[src/rtl/md_divider.sv]
// Iterative radix-2 restoring divider for RV32M DIV/DIVU/REM/REMU with valid/ready handshakes.
// Define MD_EARLY_OUT_EN to finish in one cycle whenever |a| < |b|.
module md_divider #(
    parameter int WIDTH = 32
) (
    input  logic             i_clk,
    input  logic             i_rst,
    input  logic             i_valid,
    output logic             o_ready,
    input  logic [1:0]       i_div_op,
    input  logic [WIDTH-1:0] i_operand_a,
    input  logic [WIDTH-1:0] i_operand_b,
    output logic             o_valid,
    input  logic             i_ready,
    output logic [WIDTH-1:0] o_div_data,
    output logic             o_busy
);

    localparam int CNT_W = $clog2(WIDTH);
    localparam logic [WIDTH-1:0] MIN_NEG = {1'b1, {(WIDTH-1){1'b0}}};

    typedef enum logic [1:0] {IDLE, CALC, DONE} state_t;

    state_t           state;
    logic [CNT_W-1:0] counter;
    logic [WIDTH-1:0] rem_q;
    logic [WIDTH-1:0] quo_q;
    logic [WIDTH-1:0] b_mag_q;
    logic [WIDTH-1:0] fast_value_q;
    logic             fast_q;
    logic             is_rem_q;
    logic             neg_quo_q;
    logic             neg_rem_q;

    logic             signed_op;
    logic             a_neg;
    logic             b_neg;
    logic [WIDTH-1:0] a_mag;
    logic [WIDTH-1:0] b_mag;
    logic             div_zero;
    logic             overflow;
    logic             early;
    logic [WIDTH-1:0] fast_value;
    logic [WIDTH:0]   rem_shift;
    logic [WIDTH:0]   trial;
    logic [WIDTH-1:0] rem_next;
    logic [WIDTH-1:0] quo_next;
    logic [WIDTH-1:0] calc_result;

`ifdef MD_EARLY_OUT_EN
    assign early = !div_zero && (a_mag < b_mag);
`else
    assign early = 1'b0;
`endif

    // Request decode on the raw inputs; only meaningful in the accept cycle.
    always_comb begin
        signed_op  = ~i_div_op[0];
        a_neg      = signed_op & i_operand_a[WIDTH-1];
        b_neg      = signed_op & i_operand_b[WIDTH-1];
        a_mag      = a_neg ? -i_operand_a : i_operand_a;
        b_mag      = b_neg ? -i_operand_b : i_operand_b;
        div_zero   = (i_operand_b == '0);
        overflow   = signed_op && (i_operand_a == MIN_NEG) && (i_operand_b == '1);
        fast_value = '0;
        if (div_zero)
            fast_value = i_div_op[1] ? i_operand_a : '1;
        else if (overflow)
            fast_value = i_div_op[1] ? '0 : MIN_NEG;
        else if (i_div_op[1])
            fast_value = i_operand_a;
    end

    // One restoring step; trial bit WIDTH is the borrow that rejects the subtract.
    always_comb begin
        rem_shift   = {rem_q, quo_q[WIDTH-1]};
        trial       = rem_shift - {1'b0, b_mag_q};
        rem_next    = trial[WIDTH] ? rem_shift[WIDTH-1:0] : trial[WIDTH-1:0];
        quo_next    = {quo_q[WIDTH-2:0], ~trial[WIDTH]};
        calc_result = quo_next;
        if (is_rem_q)
            calc_result = neg_rem_q ? -rem_next : rem_next;
        else if (neg_quo_q)
            calc_result = -quo_next;
    end

    // Fast-path ops still spend one CALC cycle (counter=0) so they report after one edge.
    always_ff @(posedge i_clk or posedge i_rst) begin
        if (i_rst) begin
            state        <= IDLE;
            counter      <= '0;
            rem_q        <= '0;
            quo_q        <= '0;
            b_mag_q      <= '0;
            fast_value_q <= '0;
            fast_q       <= 1'b0;
            is_rem_q     <= 1'b0;
            neg_quo_q    <= 1'b0;
            neg_rem_q    <= 1'b0;
            o_ready      <= 1'b1;
            o_valid      <= 1'b0;
            o_busy       <= 1'b0;
            o_div_data   <= '0;
        end else begin
            case (state)
                IDLE: begin
                    if (i_valid) begin
                        state        <= CALC;
                        o_ready      <= 1'b0;
                        o_busy       <= 1'b1;
                        rem_q        <= '0;
                        quo_q        <= a_mag;
                        b_mag_q      <= b_mag;
                        is_rem_q     <= i_div_op[1];
                        neg_quo_q    <= a_neg ^ b_neg;
                        neg_rem_q    <= a_neg;
                        fast_value_q <= fast_value;
                        fast_q       <= div_zero | overflow | early;
                        counter      <= (div_zero | overflow | early) ? '0 : CNT_W'(WIDTH - 1);
                    end
                end
                CALC: begin
                    rem_q <= rem_next;
                    quo_q <= quo_next;
                    if (counter == '0) begin
                        state      <= DONE;
                        o_valid    <= 1'b1;
                        o_div_data <= fast_q ? fast_value_q : calc_result;
                    end else begin
                        counter <= counter - 1'b1;
                    end
                end
                DONE: begin
                    if (i_ready) begin
                        state   <= IDLE;
                        o_valid <= 1'b0;
                        o_ready <= 1'b1;
                        o_busy  <= 1'b0;
                    end
                end
                default: state <= IDLE;
            endcase
        end
    end

endmodule
[config.mk]
export PLATFORM = sky130hd
export DESIGN_NAME = md_divider
export DESIGN_NICKNAME = d
export VERILOG_FILES = /design/src/rtl/md_divider.sv
export SDC_FILE = /design/constraint.sdc
export NUM_CORES = 1
export LEC_CHECK = 0
export ABC_AREA = 1
export CAP_MARGIN = 20
export CORE_UTILIZATION = 25
export DETAILED_ROUTE_END_ITERATION = 10
export PLACE_DENSITY = 0.39
export SLEW_MARGIN = 0
export SYNTH_ARGS = -nofsm -noshare
export SYNTH_HDL_FRONTEND = slang
export SYNTH_SLANG_ARGS = --single-unit
[constraint.sdc]
create_clock -name i_clk -period 7.2 [get_ports i_clk]
set_clock_uncertainty 0.2 [all_clocks]
set_input_delay 1.44 -clock i_clk [delete_from_list [all_inputs] [get_ports i_clk]]
set_output_delay 1.44 -clock i_clk [all_outputs]
set_load 0.05 [all_outputs]
# == Word-level counts from Yosys, hierarchy flattened ==
# Cells that the tools add are included.
# op_classes
add_sub_neg,6
bitwise,6
n_eq_ne,8
n_reduce_logical,15
mux,32
# op_table
cell,n
$mux W32,14
$neg A32 Y32,4
$pmux W32 S2,2
$eq A32 B32 Y1 const B,2
$sub A33 B32 Y33,1
$logic_not A32 Y1,1
$mux W5,3
$reduce_and A3 Y1,4
$pmux W5 S2,1
$ne A2 B2 Y1 const B,4
$mux W2,3
$pmux W1 S2,3
$pmux W2 S3,1
$reduce_and A2 Y1,3
$reduce_bool A2 Y1,3
$logic_not A5 Y1,1
$mux W1,5
$sub A5 B1 Y5 const B,1
$and A1 B1 Y1,2
$eq A2 B1 Y1 const B,1
$eq A2 B2 Y1 const B,1
$logic_and A1 B1 Y1,2
$logic_not A2 Y1,1
$not A1 Y1,2
2 further kinds,2
# word_totals
output_inout_bits,35
inputBits,70
wordCells,81
ff_bits,174

# == Longest topological paths before layout ==
# logic_depth
word_depth,7
mapped_depth,34
ltp_nobuf,33

# == Worst setup path before layout ==
# OpenSTA, ideal clock, no wires.
# synth_timing
kind,flip-flop to flip-flop
startpoint,register quo_q[31]
endpoint,register o_div_data[28]
arrival_ns,3.942
setup_time_ns,0.118
n_path_buf,1
path_stages_with_launch,34
path_slack_ns,2.940
t_required_ns,6.882
period_less_slack_ns,4.260
path_cell_list,dfrtp_1 inv_1 ha_1 inv_1 fa_1 nand2_1 nand2_1 nand3_1 nand2_2 nand2_1 nand2_2 nand2_4 nand3_2 nand2_2 buf_2 ha_1 inv_1 nor3_2 inv_1 nor2_1 nand2_1 nor2_1 nand4_1 nor2_1 nand2_1 nor2_2 nand3_1 nand2_1 o21ai_0 or2_1 a21oi_1 nand2_1 nand2_1 nand2_1
# synth_between
elab_chain_len,6
elab_cells_between_ends,9
classes_between,add/sub (3); mux (5); bitwise (1)
# synth_rtl
element,line,rtl
"start, declared",27,logic [WIDTH-1:0] quo_q;
"start signal, assigned",112,quo_q <= a_mag;
"start signal, assigned",124,quo_q <= quo_next;
$sub A33 B32 Y33,77,"trial = rem_shift - {1'b0, b_mag_q};"
$mux W32 / $not A1 Y1 (equally long branches),"78, 79",
"$neg A32 Y32, on equally long branches","82, 84",
"$mux W32, on equally long branches","82, 83",
$mux W32 (*),81,if (is_rem_q)
$mux W32 (*),128,o_div_data <= fast_q ? fast_value_q : calc_result;
"end signal, assigned",128,
"end, declared",15,"output logic [WIDTH-1:0] o_div_data,"
# Every way passes the cells marked *; elsewhere a longest branch is shown, timed or not.
# A chain may end at the register's enable or synchronous reset.

# == Worst setup path after layout ==
# Ends and elaborated chain as after synthesis.

==> metrics.txt <==
status completed; final worst-path cycle share 0.768; Synth async-reset ratio 1.00; vias post-DR 14.5k; syn avg cell area 6.31 um^2; Post-synth EDFFs 0; r2r setup slk 1670 ps; Crit Path Max Fanout 31; Synth-to-Final Area Change 16.8%; GPL Wtd Cong 0.856; DRT Wirelength 55,100 um; Total GRT Usage 0.196; Routed Antenna Nets 0; Fin Setup TNS 0 ps; top-area cell type share of the netlist area 0.306; cts hold-fix bufs 0; Clock transition at path regs 70 ps; die area 57,500 um^2; clock root cell clkbuf_16; Synth cell types 50; relative slew slack 0.334; vias in the first global route 13.7k; Worst Setup End Kind flop; Port Buffers 104; fin area 16,500 um^2; # nets final 2,411; Synth Cell Area 14,100 um^2; Hold Path Class flop to flop; Die W 240 um; Final Max Tran Viols 0; # DRC 0; Die Span Y 240 um; Seq/Total Area, Yosys 0.308; H-tree levels 4; #FFs+latches synth 174; area leader, netlist dfrtp_1; # Post-CTS Setup Buffers 0; Mapped Cells 2,241; Slew @ Worst Pin 1000 ps; layout cell share with drive strength beyond 1 0.0484; largest net degree at the start of global routing 137; average wire per standard cell 18.0 um; unrepaired setup endpoints after global routing false; CTS tree yes; buffer depth of the longest clock path 2; multi-input logic area 8170 um^2; CTS resizes 0; worst-skew pair later-pin latency 500 ps; via/cell ratio 4.72; top cells by area, synth dfrtp_1, nand2_1, inv_1, nand3_1, nor2_1; Critical-path top delay cell nand2_2; first-pass GRT wire length 84,100 um; shortest period the worst path allows 5530 ps; initial antenna violation count 2; total CTS buffers 17; Final Hold Vio Count 0; max cap viols 0; Setup Viol. Count Final 0; clk sinks 174; Yosys warnings 0; drt first-iter violations 1,138; Setup CP Type flop to flop; CP Launch Type flop; storage element area 4360 um^2; DRT Pass-1 Iters 5; main flop type after synthesis dfrtp_1; Fmax 181 MHz; total core area 55,400 um^2; required time of the worst setup path 7390 ps; post-synthesis net count 2,351; Post-DP HPWL 42,300 um; # IOs 105; Post-DP Area 15,900 um^2; Initial Utilization 0.255; Rows 86; GR Overflow Total 0; Most common cell on crit path nand2_1; slowest stage delay, CP 630 ps; Fill cells 6,284; WP data arrival 5720 ps
-- synth_stat cells (all sizes together) (2+ instances only) --
| library cell | number |
|---|---|
| xor2 | 50 |
| and3 | 2 |
| clkbuf | 54 |
| inv | 329 |
| xnor2 | 12 |
| o211ai | 10 |
| nand4 | 30 |
| a31oi | 11 |
| buf | 26 |
| nor3 | 28 |
| nor2 | 224 |
| clkinv | 2 |
| o21bai | 7 |
| a21oi | 98 |
| and2 | 5 |
| o221ai | 3 |
| nand3b | 7 |
| nand3 | 169 |
| a22oi | 32 |
| ha | 39 |
| o22ai | 50 |
| dfrtp | 173 |
| or2 | 3 |
| nand2 | 722 |
| nor4 | 12 |
| a21o | 3 |
| o21ai | 128 |
| o31ai | 5 |
-- registers in the layout, summed over array words and instances, names as in the netlist --
| name | flops |
|---|---|
| counter | 5 |
| fast_value_q | 32 |
| fast_q | 1 |
| o_ready | 1 |
| o_busy | 1 |
| rem_q | 32 |
| o_div_data | 32 |
| is_rem_q | 1 |
| quo_q | 32 |
| state | 2 |
| b_mag_q | 32 |
| neg_quo_q | 1 |
| o_valid | 1 |
| neg_rem_q | 1 |
-- final cells by class --
cell class              instances  area share
diodes                          1    0.000152
clock inverters                11     0.00789
clock buffers                  21      0.0285
multi-input cells            1656       0.495
well taps                     748      0.0567
flip-flops and latches        174       0.264
inverters                     331      0.0758
repair buffers                121      0.0719
-- cells in the final DEF, fill, tap and decap left out, types with 6 or more instances in the layout --
master / instances
a21oi_1: 97
a22oi_1: 32
a31oi_1: 11
buf_4: 15
clkbuf_16: 17
clkdlybuf4s50_1: 104
dfrtp_1: 173
ha_1: 39
inv_1: 316
inv_2: 12
nand2_1: 698
nand2_2: 20
nand3_1: 165
nand3b_1: 7
nand4_1: 30
nor2_1: 211
nor2_2: 12
nor3_1: 21
nor3_2: 6
nor4_1: 12
o211ai_1: 10
o21ai_0: 115
o21ai_1: 13
o21bai_1: 7
o22ai_1: 50
xnor2_1: 12
xor2_1: 50
-- worst max-delay path, delay by kind of cell (launching register included) --
| family | cells | cell delay (ps) |
|---|---|---|
| buffers and inverters | 4 | 330 |
| and+or+nand+nor | 23 | 3380 |
| DFF | 1 | 360 |
| adders and majority gates | 3 | 850 |
| AOI/OAI and AO/OA | 2 | 290 |
-- metal layers --
metal  GRT usage  wire length, um
met5           0               23
met4      0.0484              857
met3      0.0331             2230
met2       0.304            24600
met1       0.280            27400
-- worst paths after layout --
check / startpoint / endpoint / cells past startpoint
setup / recovery: quo_q[31]$_DFFE_PP0P_ / o_div_data[28]$_DFFE_PP0P_ / 32
hold / removal: o_ready$_DFFE_PP1P_ / o_ready$_DFFE_PP1P_ / 2
setup reg to reg: quo_q[31]$_DFFE_PP0P_ / o_div_data[28]$_DFFE_PP0P_ / 32
hold reg to reg: o_ready$_DFFE_PP1P_ / o_ready$_DFFE_PP1P_ / 2
max in group asynchronous: i_rst / neg_rem_q$_DFFE_PP0P_ / 4
min in group asynchronous: i_rst / b_mag_q[3]$_DFFE_PP0P_ / 2
-- stage by stage --
| stage | cells | hold slack [ps] | worst slack [ps] | util |
|---|---|---|---|---|
| after global placement | 3028 | 261 | 1590 | 0.286 |
| after global routing | 3062 | 293 | 972 | 0.298 |
| after detailed placement | 3029 | 260 | 1440 | 0.286 |
| after floorplan | 2241 | 253 | 845 | - |
| final | 3063 | 274 | 1670 | 0.298 |
| after CTS | 3061 | 274 | 1710 | 0.297 |
-- kinds of logic (layout without fill, tap and decap cells) --
logic type | Yosys count | in the layout | share of synthesized area
flip-flops | 174 | 174 | 0.308
buffers and inverters | 411 | 484 | 0.114
AND/OR/NAND/NOR | 1205 | 1205 | 0.362
other | 0 | 1 | 0
adder cells (fa/ha/maj) | 40 | 40 | 0.0360
XOR/XNOR | 62 | 62 | 0.0384
AO/OA/AOI/OAI | 349 | 349 | 0.141
Power is not shown: default switching activity piles up to over one toggle a cycle in this logic, so the estimate is an artifact.
